### src/rtl/lcd_hd44780_ctrl.sv
// lcd_hd44780_ctrl
// Responder side of the CPU LCD port. One command/data byte is accepted per
// req_valid/req_ready handshake. Each byte is replayed onto the HD44780 bus
// with setup, EN pulse, hold and execute-wait timing, so software never has
// to bit-bang LCD_EN.
//
// Optional feature macro: LCD_INIT_EN
//   defined   : after reset wait T_PWR_CYC, then send 0x38, 0x0C, 0x01, 0x06
//               before the controller reports ready.
//   undefined : controller is idle on the first cycle after reset, and
//               software is responsible for initialising the display.
//
// Ports
//   clk        in   system clock (CLOCK_50)
//   rst        in   synchronous reset, active-high
//   req_valid  in   write request valid
//   req_ready  out  controller idle; accept on req_valid && req_ready
//   req_rs     in   0 = command, 1 = data
//   req_data   in   byte to write
//   busy       out  ~req_ready
//   lcd_data   out  LCD_DATA
//   lcd_rw     out  LCD_RW, constant 0 (write-only)
//   lcd_rs     out  LCD_RS
//   lcd_en     out  LCD_EN
//   lcd_on     out  LCD_ON
//
// state    | meaning
// ---------+----------------------------------------------------------
// BOOT     | first cycle after reset; turns the panel on
// INIT_PWR | power-on wait before the init sequence (LCD_INIT_EN only)
// IDLE     | req_ready high, waiting for a request
// SETUP    | RS/DATA driven, EN low
// PULSE    | EN high
// HOLD     | EN low again, RS/DATA still held
// WAIT     | execute wait for the LCD (normal or clear/home time)

module lcd_hd44780_ctrl #(
  parameter int T_SETUP_CYC = 4,
  parameter int T_EN_CYC    = 12,
  parameter int T_HOLD_CYC  = 2,
  parameter int T_EXEC_CYC  = 2500,
  parameter int T_CLEAR_CYC = 82000,
  parameter int T_PWR_CYC   = 750000
) (
  input  logic       clk,
  input  logic       rst,
  input  logic       req_valid,
  output logic       req_ready,
  input  logic       req_rs,
  input  logic [7:0] req_data,
  output logic       busy,
  output logic [7:0] lcd_data,
  output logic       lcd_rw,
  output logic       lcd_rs,
  output logic       lcd_en,
  output logic       lcd_on
);

  // Every state lasts at least one cycle, even if its parameter is 0.
  localparam int S_L = (T_SETUP_CYC < 1) ? 1 : T_SETUP_CYC;
  localparam int E_L = (T_EN_CYC    < 1) ? 1 : T_EN_CYC;
  localparam int H_L = (T_HOLD_CYC  < 1) ? 1 : T_HOLD_CYC;
  localparam int X_L = (T_EXEC_CYC  < 1) ? 1 : T_EXEC_CYC;
  localparam int C_L = (T_CLEAR_CYC < 1) ? 1 : T_CLEAR_CYC;
  localparam int P_L = (T_PWR_CYC   < 1) ? 1 : T_PWR_CYC;

  localparam int M1   = (S_L > E_L) ? S_L : E_L;
  localparam int M2   = (M1  > H_L) ? M1  : H_L;
  localparam int M3   = (M2  > X_L) ? M2  : X_L;
  localparam int M4   = (M3  > C_L) ? M3  : C_L;
  localparam int MAXC = (M4  > P_L) ? M4  : P_L;
  localparam int CW   = $clog2(MAXC + 1);

  typedef enum logic [2:0] {
    ST_BOOT,
    ST_INIT_PWR,
    ST_IDLE,
    ST_SETUP,
    ST_PULSE,
    ST_HOLD,
    ST_WAIT
  } state_t;

  state_t        state;
  logic [CW-1:0] cnt;

  // Clear display (0x01) and return home (0x02/0x03) need the long wait.
  function automatic logic is_clear(input logic rs, input logic [7:0] d);
    return !rs && (d == 8'h01 || d == 8'h02 || d == 8'h03);
  endfunction

`ifdef LCD_INIT_EN
  logic [2:0] init_idx;

  function automatic logic [7:0] init_cmd(input logic [1:0] idx);
    case (idx)
      2'd0:    return 8'h38;
      2'd1:    return 8'h0C;
      2'd2:    return 8'h01;
      default: return 8'h06;
    endcase
  endfunction
`endif

  assign lcd_rw = 1'b0;
  assign busy   = ~req_ready;

  always_ff @(posedge clk) begin
    if (rst) begin
      state     <= ST_BOOT;
      cnt       <= '0;
      lcd_data  <= '0;
      lcd_rs    <= 1'b0;
      lcd_en    <= 1'b0;
      lcd_on    <= 1'b0;
      req_ready <= 1'b0;
`ifdef LCD_INIT_EN
      init_idx  <= '0;
`endif
    end else begin
      case (state)
        ST_BOOT: begin
          lcd_on <= 1'b1;
`ifdef LCD_INIT_EN
          state    <= ST_INIT_PWR;
          cnt      <= CW'(P_L - 1);
          init_idx <= '0;
`else
          state     <= ST_IDLE;
          req_ready <= 1'b1;
`endif
        end

        ST_INIT_PWR: begin
`ifdef LCD_INIT_EN
          if (cnt == '0) begin
            lcd_rs   <= 1'b0;
            lcd_data <= init_cmd(init_idx[1:0]);
            init_idx <= init_idx + 3'd1;
            state    <= ST_SETUP;
            cnt      <= CW'(S_L - 1);
          end else begin
            cnt <= cnt - 1'b1;
          end
`else
          state     <= ST_IDLE;
          req_ready <= 1'b1;
`endif
        end

        ST_IDLE: begin
          if (req_valid) begin
            lcd_rs    <= req_rs;
            lcd_data  <= req_data;
            req_ready <= 1'b0;
            state     <= ST_SETUP;
            cnt       <= CW'(S_L - 1);
          end
        end

        ST_SETUP: begin
          if (cnt == '0) begin
            lcd_en <= 1'b1;
            state  <= ST_PULSE;
            cnt    <= CW'(E_L - 1);
          end else begin
            cnt <= cnt - 1'b1;
          end
        end

        ST_PULSE: begin
          if (cnt == '0) begin
            lcd_en <= 1'b0;
            state  <= ST_HOLD;
            cnt    <= CW'(H_L - 1);
          end else begin
            cnt <= cnt - 1'b1;
          end
        end

        ST_HOLD: begin
          if (cnt == '0) begin
            state <= ST_WAIT;
            cnt   <= is_clear(lcd_rs, lcd_data) ? CW'(C_L - 1) : CW'(X_L - 1);
          end else begin
            cnt <= cnt - 1'b1;
          end
        end

        ST_WAIT: begin
          if (cnt == '0) begin
`ifdef LCD_INIT_EN
            if (init_idx != 3'd4) begin
              // Next init command goes straight into SETUP, as if accepted.
              lcd_rs   <= 1'b0;
              lcd_data <= init_cmd(init_idx[1:0]);
              init_idx <= init_idx + 3'd1;
              state    <= ST_SETUP;
              cnt      <= CW'(S_L - 1);
            end else begin
              state     <= ST_IDLE;
              req_ready <= 1'b1;
            end
`else
            state     <= ST_IDLE;
            req_ready <= 1'b1;
`endif
          end else begin
            cnt <= cnt - 1'b1;
          end
        end

        default: begin
          state <= ST_BOOT;
        end
      endcase
    end
  end

endmodule

### config.mk
export PLATFORM = sky130hd
export DESIGN_NAME = lcd_hd44780_ctrl
export DESIGN_NICKNAME = d
export VERILOG_FILES = /design/src/rtl/lcd_hd44780_ctrl.sv
export SDC_FILE = /design/constraint.sdc
export NUM_CORES = 1
export LEC_CHECK = 0
export BUFFER_PORTS_ARGS = -buffer_cell sky130_fd_sc_hd__buf_2
export CAP_MARGIN = 20
export CORE_ASPECT_RATIO = 1.25
export CORE_MARGIN = 2
export CORE_UTILIZATION = 60
export CTS_BUF_LIST = sky130_fd_sc_hd__clkbuf_16
export DETAILED_ROUTE_END_ITERATION = 8
export GPL_TIMING_DRIVEN = 0
export HOLD_SLACK_MARGIN = 0.12
export PLACE_DENSITY = 0.83
export SYNTH_ARGS = -nofsm -noshare
export SYNTH_HDL_FRONTEND = slang
export SYNTH_SLANG_ARGS = --single-unit
### constraint.sdc
create_clock -name clk -period 4.2 [get_ports clk]
set_input_delay 0.21 -clock clk [delete_from_list [all_inputs] [get_ports clk]]
set_output_delay 0.21 -clock clk [all_outputs]
set_load 0.03 [all_outputs]
== After elaboration in Yosys (flattened, before gate mapping) ==
Index checks and enable logic that the tools add are counted.

* RAM bits: 0
* Bits in registers: 35
* Word-level logic and storage cells: 57
* Bits in latches: 0
* Output and inout port bits: 14
* ROM bits: 0
* Input bits: 12
* Memories kept: 0

* Equal/unequal tests: 15
* Order comparisons: 0
* Div/mod/pow operators: 0
* Bitwise logic cells: 1
* Reduce and logical (&&, ||, !) cells: 15
* Muxes and demuxes: 18
* $add $sub $neg: 1
* Multipliers: 0
* Shift operators: 0

{| class="wikitable"
|+ Operators by type and width
! cell !! count
|-
| 20-bit two-way mux || 5
|-
| 20-bit one-hot mux with 5 select lines || 1
|-
| 20-bit logical NOT || 1
|-
| 20-bit by 1-bit subtractor with 20-bit output (second input constant) || 1
|-
| 3-bit one-hot mux with 6 select lines || 1
|-
| 17-bit two-way mux || 1
|-
| 8-bit by 2-bit == test with 1-bit output (second input constant) || 2
|-
| 3-bit two-way mux || 5
|-
| 2-bit inequality test (second input constant) || 6
|-
| 3-bit == test (second input constant) || 3
|-
| 3-bit AND reduction || 3
|-
| 8-bit by 1-bit == test with 1-bit output (second input constant) || 1
|-
| 3-bit by 2-bit == test with 1-bit output (second input constant) || 2
|-
| 5-bit AND reduction || 1
|-
| 5-bit nonzero test || 1
|-
| 3-bit by 1-bit == test with 1-bit output (second input constant) || 1
|-
| 3-bit logical NOT || 1
|-
| 1-bit two-way mux || 3
|-
| 1-bit one-hot mux with 3 select lines || 1
|-
| 3-bit nonzero test || 1
|-
| 1-bit logical OR || 2
|-
| 1-bit one-hot mux with 2 select lines || 1
|-
| 2-bit AND reduction || 1
|-
| 2-bit nonzero test || 1
|-
| other kinds (4) || 4
|}

== Depth between registers and ports, before layout ==
Gate-level depths: netlist of run 1.

* Depth after elaboration: 7
* Depth in mapped cells: 10
* Gate-level depth less buffers: 8

== Worst setup path before layout of run 1 ==
No wires, ideal clock.

* Path type: reg2reg
* From: reg cnt[0]
* To: reg cnt[2]
* Slack: 2.205 ns
* Library setup time: 0.122 ns
* Path buffers: 1
* Arrival: 1.873 ns
* Stages on the path, launching flop included: 10
* Required time: 4.078 ns
* Clock period less this slack: 1.995 ns
* Cell sequence: dfxtp_1 > inv_1 > ha_1 > nor4b_2 > nand3_2 > o211a_1 > buf_6 > or4_1 > nand3_1 > a21oi_1

* Word-level cells in the longest chain between the ends: 3
* Elaborated cells on any way between the ends: 9
* Those cells by class: add/sub (1); eq/ne (1); mux (5); reduce/logical (2)

{| class="wikitable"
|+ Ends and longest elaborated chain
! what !! line !! source
|-
| from (decl) || 85 || <nowiki>logic [CW-1:0] cnt;</nowiki>
|-
| from (signal assigned) || 157 || <nowiki>cnt <= CW'(S_L - 1);</nowiki>
|-
| from (signal assigned) || 165 || <nowiki>cnt <= CW'(E_L - 1);</nowiki>
|-
| from (signal assigned) || 167 || <nowiki>cnt <= cnt - 1'b1;</nowiki>
|-
| 20-bit by 1-bit subtractor with 20-bit output / 20-bit logical NOT (equally long branches) || -- ||
|-
| 20-bit two-way mux (tied with other cells) || 191 || <nowiki>if (cnt == '0) begin</nowiki>
|-
| 20-bit one-hot mux with 5 select lines / 3-bit AND reduction (equally long branches) || -- ||
|}

Several ways; a longest one is shown, not always the timed one. The select of a mux whose other input is x is not followed.
A chain may end at the register's enable or synchronous reset.

== Final worst setup path of run 1 ==
* From: reg cnt[9]
* To: reg cnt[12]

The elaborated chain is that of the path after synthesis.

==> run summary, run 1 <==
die footprint: 0.00371 mm2
largest net degree at the start of global routing: 11
Async S/R FF share, synth: 0%
Final Cycle Share: 53.5%
Die Y: 67.6 um
CP endpoint kind: flip-flop
area of the multi-input gates: 0.00114 mm2
Worst Hold Slack: 0.168 ns
IR drop worst, VDD: 0.410 mV
sequential share of power: 33.3%
DP Cell Count: 304
Critical Path RT: 4.38 ns
post-synthesis cell type count: 60
Comb power frac: 38.8%
Layout Utilization: 70.8%
gr usage total: 30.2%
final setup violation count: 0
Crit path arrival time: 2.42 ns
hold buffers post-CTS: 0
worst skew pair latency: 0.28 ns
Top Ports: 26
Cell Area, Synth: 0.00194 mm2
power per cell area: 552 mW/mm2
final net count: 288
Post-synth EDFFs: 0
Synth Net Count: 258
Worst Tran Pin Value: 0.627 ns
Via density: 6.13
Seq/Total Area, Yosys: 36.0%
Routed WL: 4.80 mm
fin cells: 312
Row Count: 23
post-route ant nets: 0
DRT iter0 DRCs: 90
Reg clk slew, reported paths: 0.05 ns
crit start category: flip-flop
grt ovf: 0
total power draw: 0.00124 W
Gate Count Post-Synth: 244
Port Buf Inserts: 23
RSZ-0062 raised after global routing: no
storage element area: 701 um2
CTS sink cnt: 35
fillcell total: 277
Max transition margin: 57.8%
Clk pwr share: 27.9%
Num CTS Buffers: 5
critical path type: flip-flop to flip-flop
Area Overhead vs Synth: 15.3%
Switching Fraction: 38.9%
WL/cell: 15.4 um
hold_sp: req_data[2]
FF+latch count, synth: 35
CTS tree: yes
status: finished clean
DRC viols: 0
Fin Clk Skew: 0.00398 ns
CTS resizes: 0
Vias: 1913
Root Buffer: clkbuf_16
crit path launch: cnt[9]
CP Max Fanout: 10
Longest Clk Path Bufs: 2
Final GP Congestion: 0.902
internal power: 0.000756 W
Initial Util: 61.4%
Slew Viols, Final: 0
Setup Buffers After CTS: 0
wire length of the first global-routing pass: 8.00 mm
Lkg Pwr: 0.895 nW
Core Area: 0.00317 mm2
first-pass iteration count of the detailed router: 4
total negative slack: 0 ns
post-DP HPWL: 3.44 mm
Most used DFF post-synth: dfxtp_1
Max Freq: 0.445 GHz
H-tree levels: 2
number of diodes: 0
vias in the first global route: 1764
initial antenna violation count: 0
r2r setup slk: 1.95 ns
worst flop-to-flop path startpoint: cnt[9]
Yosys Warn Count: 0
hold crit path type: input pin to flip-flop
Switching Power: 0.000482 W
Syn Area/Cell: 7.97 um2
Max-Cap Viols: 0
min cycle time layout: 2.25 ns
Fin. Hold Viols: 0
Die X-Extent: 54.9 um
fraction of layout cells with a size suffix above 1: 16.4%
-- worst paths after layout --
path | endpoint | depth (start not counted)
min reg2reg | lcd_data[6] | 2
max reg2reg | cnt[12] | 7
max | cnt[12] | 7
min | lcd_data[2] | 3
-- layer usage --
metal | vias up | GRT usage, % | wire [um]
met5 | - | 0 | 0
met4 | 0 | 15.5 | 105
met3 | 10 | 8.41 | 183
met2 | 52 | 48.7 | 2470
met1 | 906 | 35.8 | 2050
li1 | 945 | - | -
-- sequential cells by signal (all words and copies together) (netlist names) --
signal and count:
state 3, cnt 20, req_ready 1, lcd_rs 1
lcd_data 8, lcd_en 1, lcd_on 1
-- critical path, cell delays in order, from the launching register on --
cell,delay (ns)
dfxtp_1,0.35
nor4_2,0.50
and4_1,0.29
and2_1,0.13
buf_2,0.19
a21oi_1,0.10
o21ai_2,0.38
o21ba_1,0.20
-- cell usage after synthesis, types with 2 or more instances --
master | number | area share (%)
buf_4 | 2 | 0.77
o21ai_1 | 6 | 1.5
or3_1 | 3 | 0.97
nand4_1 | 3 | 0.97
nor2_1 | 20 | 3.9
ha_1 | 2 | 1.3
nor2b_1 | 4 | 1.3
nor4_1 | 2 | 0.64
or4_1 | 6 | 2.3
a31oi_1 | 4 | 1.3
o21ai_0 | 6 | 1.5
o31ai_1 | 4 | 1.5
nor3_1 | 16 | 4.1
o211ai_1 | 2 | 0.77
dfxtp_1 | 35 | 36
nor4_2 | 2 | 1.3
nand2b_1 | 3 | 0.97
buf_6 | 2 | 1.2
xor2_1 | 8 | 3.6
clkbuf_1 | 7 | 1.4
o2111ai_1 | 2 | 0.90
nand2_1 | 30 | 5.8
inv_1 | 5 | 0.97
xnor2_1 | 3 | 1.4
o21bai_1 | 2 | 0.77
a21oi_1 | 26 | 6.7
nand3_1 | 4 | 1.0
buf_2 | 3 | 0.77
-- through the flow --
stage	area [um2]	worst slack, ns
floorplan	1940	2.21
global placement	2110	2.01
detailed placement	2110	1.98
CTS	2240	1.95
global route	2240	1.78
finish	2240	1.95
-- layout make-up --
class / count / area share [%]
clock inverter: 3 / 0.502
timing repair buffer: 23 / 5.13
clock buffer: 5 / 5.58
tap: 37 / 2.06
multi-input combinational: 189 / 50.9
inverter: 5 / 0.837
buffer: 15 / 3.68
sequential: 35 / 31.3
-- placed cells by master (no fill, tap or decap), types with 5 or more instances in the layout --
master	n
dfxtp_1	35
nand2_1	30
buf_2	26
a21oi_1	26
nor2_1	20
nor3_1	16
xor2_1	8
clkbuf_1	7
inv_1	6
o21ai_0	6
o21ai_1	6
or4_1	6
clkbuf_16	5
-- cells by family after synthesis --
family	Yosys count	synth area share, %
AOI/OAI and AO/OA	70	23.1
and+or+nand+nor	105	29.2
buffers and inverters	20	5.21
DFF	35	36.0
adders and majority gates	2	1.29
xor gates and xnor gates	11	4.96
other	1	0.193
-- power by group through the flow --
stage	registers (W)	logic (W)	clock network, W
global placement	0.000415	0.000461	0
floorplan	0.000431	0.000343	0
finish	0.000412	0.000481	0.000345
CTS	0.000410	0.000473	0.000346
global route	0.000416	0.000528	0.000364
detailed placement	0.000417	0.000467	0
Note: power is estimated with default switching activity, not from simulation.
==> run 2, diff against run 1 <==
Settings changed: ABC_AREA set to 1, CORE_UTILIZATION 60 to 52, PLACE_DENSITY 0.83 to 0.75.
Clock period 4.2 ns to 1.8 ns, I/O delays scaled along.
==> run summary, run 2 <==
grt ovf: 0 (unchanged)
Reg with most FFs: cnt
largest net degree at the start of global routing: 12 (+1)
leading cell type in the layout, fill and taps excluded: nand2_1
post-DP HPWL: 3.96 mm (+15%)
Max Freq: 0.572 GHz (+29%)
area share of the leading cell type in the synthesized netlist: 31.9% (-4.1 points)
post-synthesis cell type count: 35 (-42%)
most frequent cell after synthesis: nand2_1
Gate Count Post-Synth: 328 (+34%)
Synth Net Count: 342 (+33%)
final net count: 388 (+35%)
Worst Hold Slack: 0.117 ns (-0.0512 ns)
most used cell, CP: nand2_2
Port Buf Inserts: 24 (+4.3%)
Syn Area/Cell: 6.69 um2 (-16%)
Worst Tran Pin Value: 0.610 ns (-0.0177 ns)
Cell Area, Synth: 0.00219 mm2 (+13%)
Async S/R FF share, synth: 0% (unchanged)
worst skew pair latency: 0.28 ns (about the same)
biggest regs: cnt: 20 flops, lcd_data: 8 flops, state: 3 flops
hold crit path type: input pin to flip-flop
max reg flops: 20 (unchanged)
R2R Path End: cnt[5]
Root Buffer: clkbuf_16
Reg clk slew, reported paths: 0.06 ns (about the same)
Num CTS Buffers: 5 (unchanged)
FF+latch count, synth: 35 (unchanged)
WL/cell: 14.0 um (-9.1%)
Longest Clk Path Bufs: 2 (unchanged)
Fin. Hold Viols: 0 (unchanged)
fraction of layout cells with a size suffix above 1: 25.6% (+9.2 points)
Final Cycle Share: 97.1% (+44 points)
Hold EP: lcd_data[7]
Synth area leaders: dfxtp_1 (32%), nand2_1 (12%), inv_1 (7.4%)
Max-Cap Viols: 0 (unchanged)
Core Area: 0.00407 mm2 (+28%)
cell taking the most area after synthesis: dfxtp_1
Via density: 5.31 (-13%)
wire length of the first global-routing pass: 9.30 mm (+16%)
first-pass iteration count of the detailed router: 5 (+1)
critical path type: flip-flop to flip-flop
gr usage total: 25.7% (-4.5 points)
Hold Path Depth: 3 (unchanged)
crit-path cells: nor2_2 -> nand2_2 -> nor2_1 -> nand2_2 -> nor2_4 -> nand2_2 -> nand2_4 -> buf_4 -> o21ai_0 -> a21oi_2
Seq/Total Area, Yosys: 31.9% (-4.1 points)
Yosys Warn Count: 0 (unchanged)
Fin Clk Skew: 0.00462 ns (+0.000638 ns)
Crit-path slowest cell: dfxtp_1
final setup violation count: 0 (unchanged)
commonest cells after routing, fill and taps aside: nand2_1 (72), inv_1 (41), dfxtp_1 (32)
depth of the worst register-to-register path: 10 (+3)
slowest stage delay, CP: 0.34 ns (-0.16 ns)
Crit path arrival time: 1.97 ns (-0.45 ns)
Routed WL: 6.03 mm (+26%)
hold_sp: req_data[7]
Area Overhead vs Synth: 26.8%
Post-synth EDFFs: 0 (unchanged)
DRT iter0 DRCs: 112 (+24%)
CP endpoint kind: flip-flop
Vias: 2289 (+20%)
crit start category: flip-flop
Final GP Congestion: 0.895 (-0.79%)
Top Ports: 26 (unchanged)
Initial Util: 53.9% (-7.5 points)
CTS tree: yes
number of diodes: 0 (unchanged)
CTS sink cnt: 35 (unchanged)
Max transition margin: 59.4% (+1.6 points)
r2r setup slk: 0.05 ns (-1.90 ns)
min cycle time layout: 1.75 ns (-0.499 ns)
post-route ant nets: 0 (unchanged)
Critical Path RT: 2.02 ns (-2.36 ns)
vias in the first global route: 2145 (+22%)
status: finished clean
CP Max Fanout: 8 (-2)
initial antenna violation count: 0 (unchanged)
Row Count: 26 (+13%)
Die Y: 76.6 um (+13%)
DRC viols: 0 (unchanged)
worst flop-to-flop path startpoint: cnt[4]
Most used DFF post-synth: dfxtp_1
Die X-Extent: 62.1 um (+13%)
Slew Viols, Final: 0 (unchanged)
die footprint: 0.00476 mm2 (+28%)
H-tree levels: 2 (unchanged)
Post-synth top cells: nand2_1 (73), inv_1 (43), dfxtp_1 (35)
-- run 2: layout make-up --
class,instances,area (um2)
Clock inverter,3,38.8
Timing Repair Buffer,39,268
Buffer,7,48.8
Multi-Input combinational cell,237,1340
Inverter,49,186
Fill cell,342,1290
Sequential cell,35,704
Clock buffer,5,125
Tap cell,56,70.1
-- run 2: stage by stage --
step	cell area [um2]	setup TNS [ns]	worst slack, ns	std cells	util (%)
after floorplan	2190	0	0.170	328	-
after global placement	2380	-1.17	-0.152	408	58.6
after detailed placement	2380	-1.68	-0.173	408	58.6
after CTS	2650	0	0.0144	425	65.1
after global routing	2780	-0.107	-0.0215	431	68.4
final	2780	0	0.0526	431	68.4
-- run 2: kinds of logic (layout without fill, tap and decap cells) --
logic type	after synthesis	after routing	share of synthesized area, %
fa+ha+maj	2	2	1.14
flops	35	35	31.9
other cells	1	1	0.171
xor+xnor	7	7	2.80
buf+inv	56	103	10.4
simple gates	168	168	38.6
compound gates	59	59	14.9
-- run 2: critical path: cells and delay by family, from the launching register on --
kind / cells / cell delay [ns]
buf+inv: 1 / 0.14
flops: 1 / 0.34
compound gates: 2 / 0.25
simple gates: 7 / 0.96
-- run 2: how the worst max path moves through the flow --
stage                 from  slack (ns)  endpoint
finish              cnt[4]        0.05    cnt[5]
CTS                 cnt[0]        0.01   cnt[10]
detailed placement  cnt[0]       -0.17   cnt[10]
floorplan           cnt[0]        0.17   cnt[15]
global route        cnt[4]       -0.02   cnt[15]
global placement    cnt[0]       -0.15   cnt[10]
-- run 2: layer usage --
layer / wire length (um) / vias to the layer above / track usage [%]
met4: 146 / 0 / 10.2
li1: - / 1138 / -
met1: 2380 / 1053 / 30.7
met2: 3210 / 84 / 43.8
met3: 289 / 14 / 3.74
met5: 0 / - / 0
-- run 2: repair_timing --
item / CTS / global route
setup endpoints to repair: 20 / 20
cloned: 0 / 1
buffers inserted: 2 / 5
hold endpoints to repair: 7 / 0
hold buffers: 7 / 0
pin swaps: 1 / 8
resized for setup: 3 / 21
Power of run 2 is not shown: default switching activity piles up to over one toggle a cycle in this logic, so the estimate is an artifact.
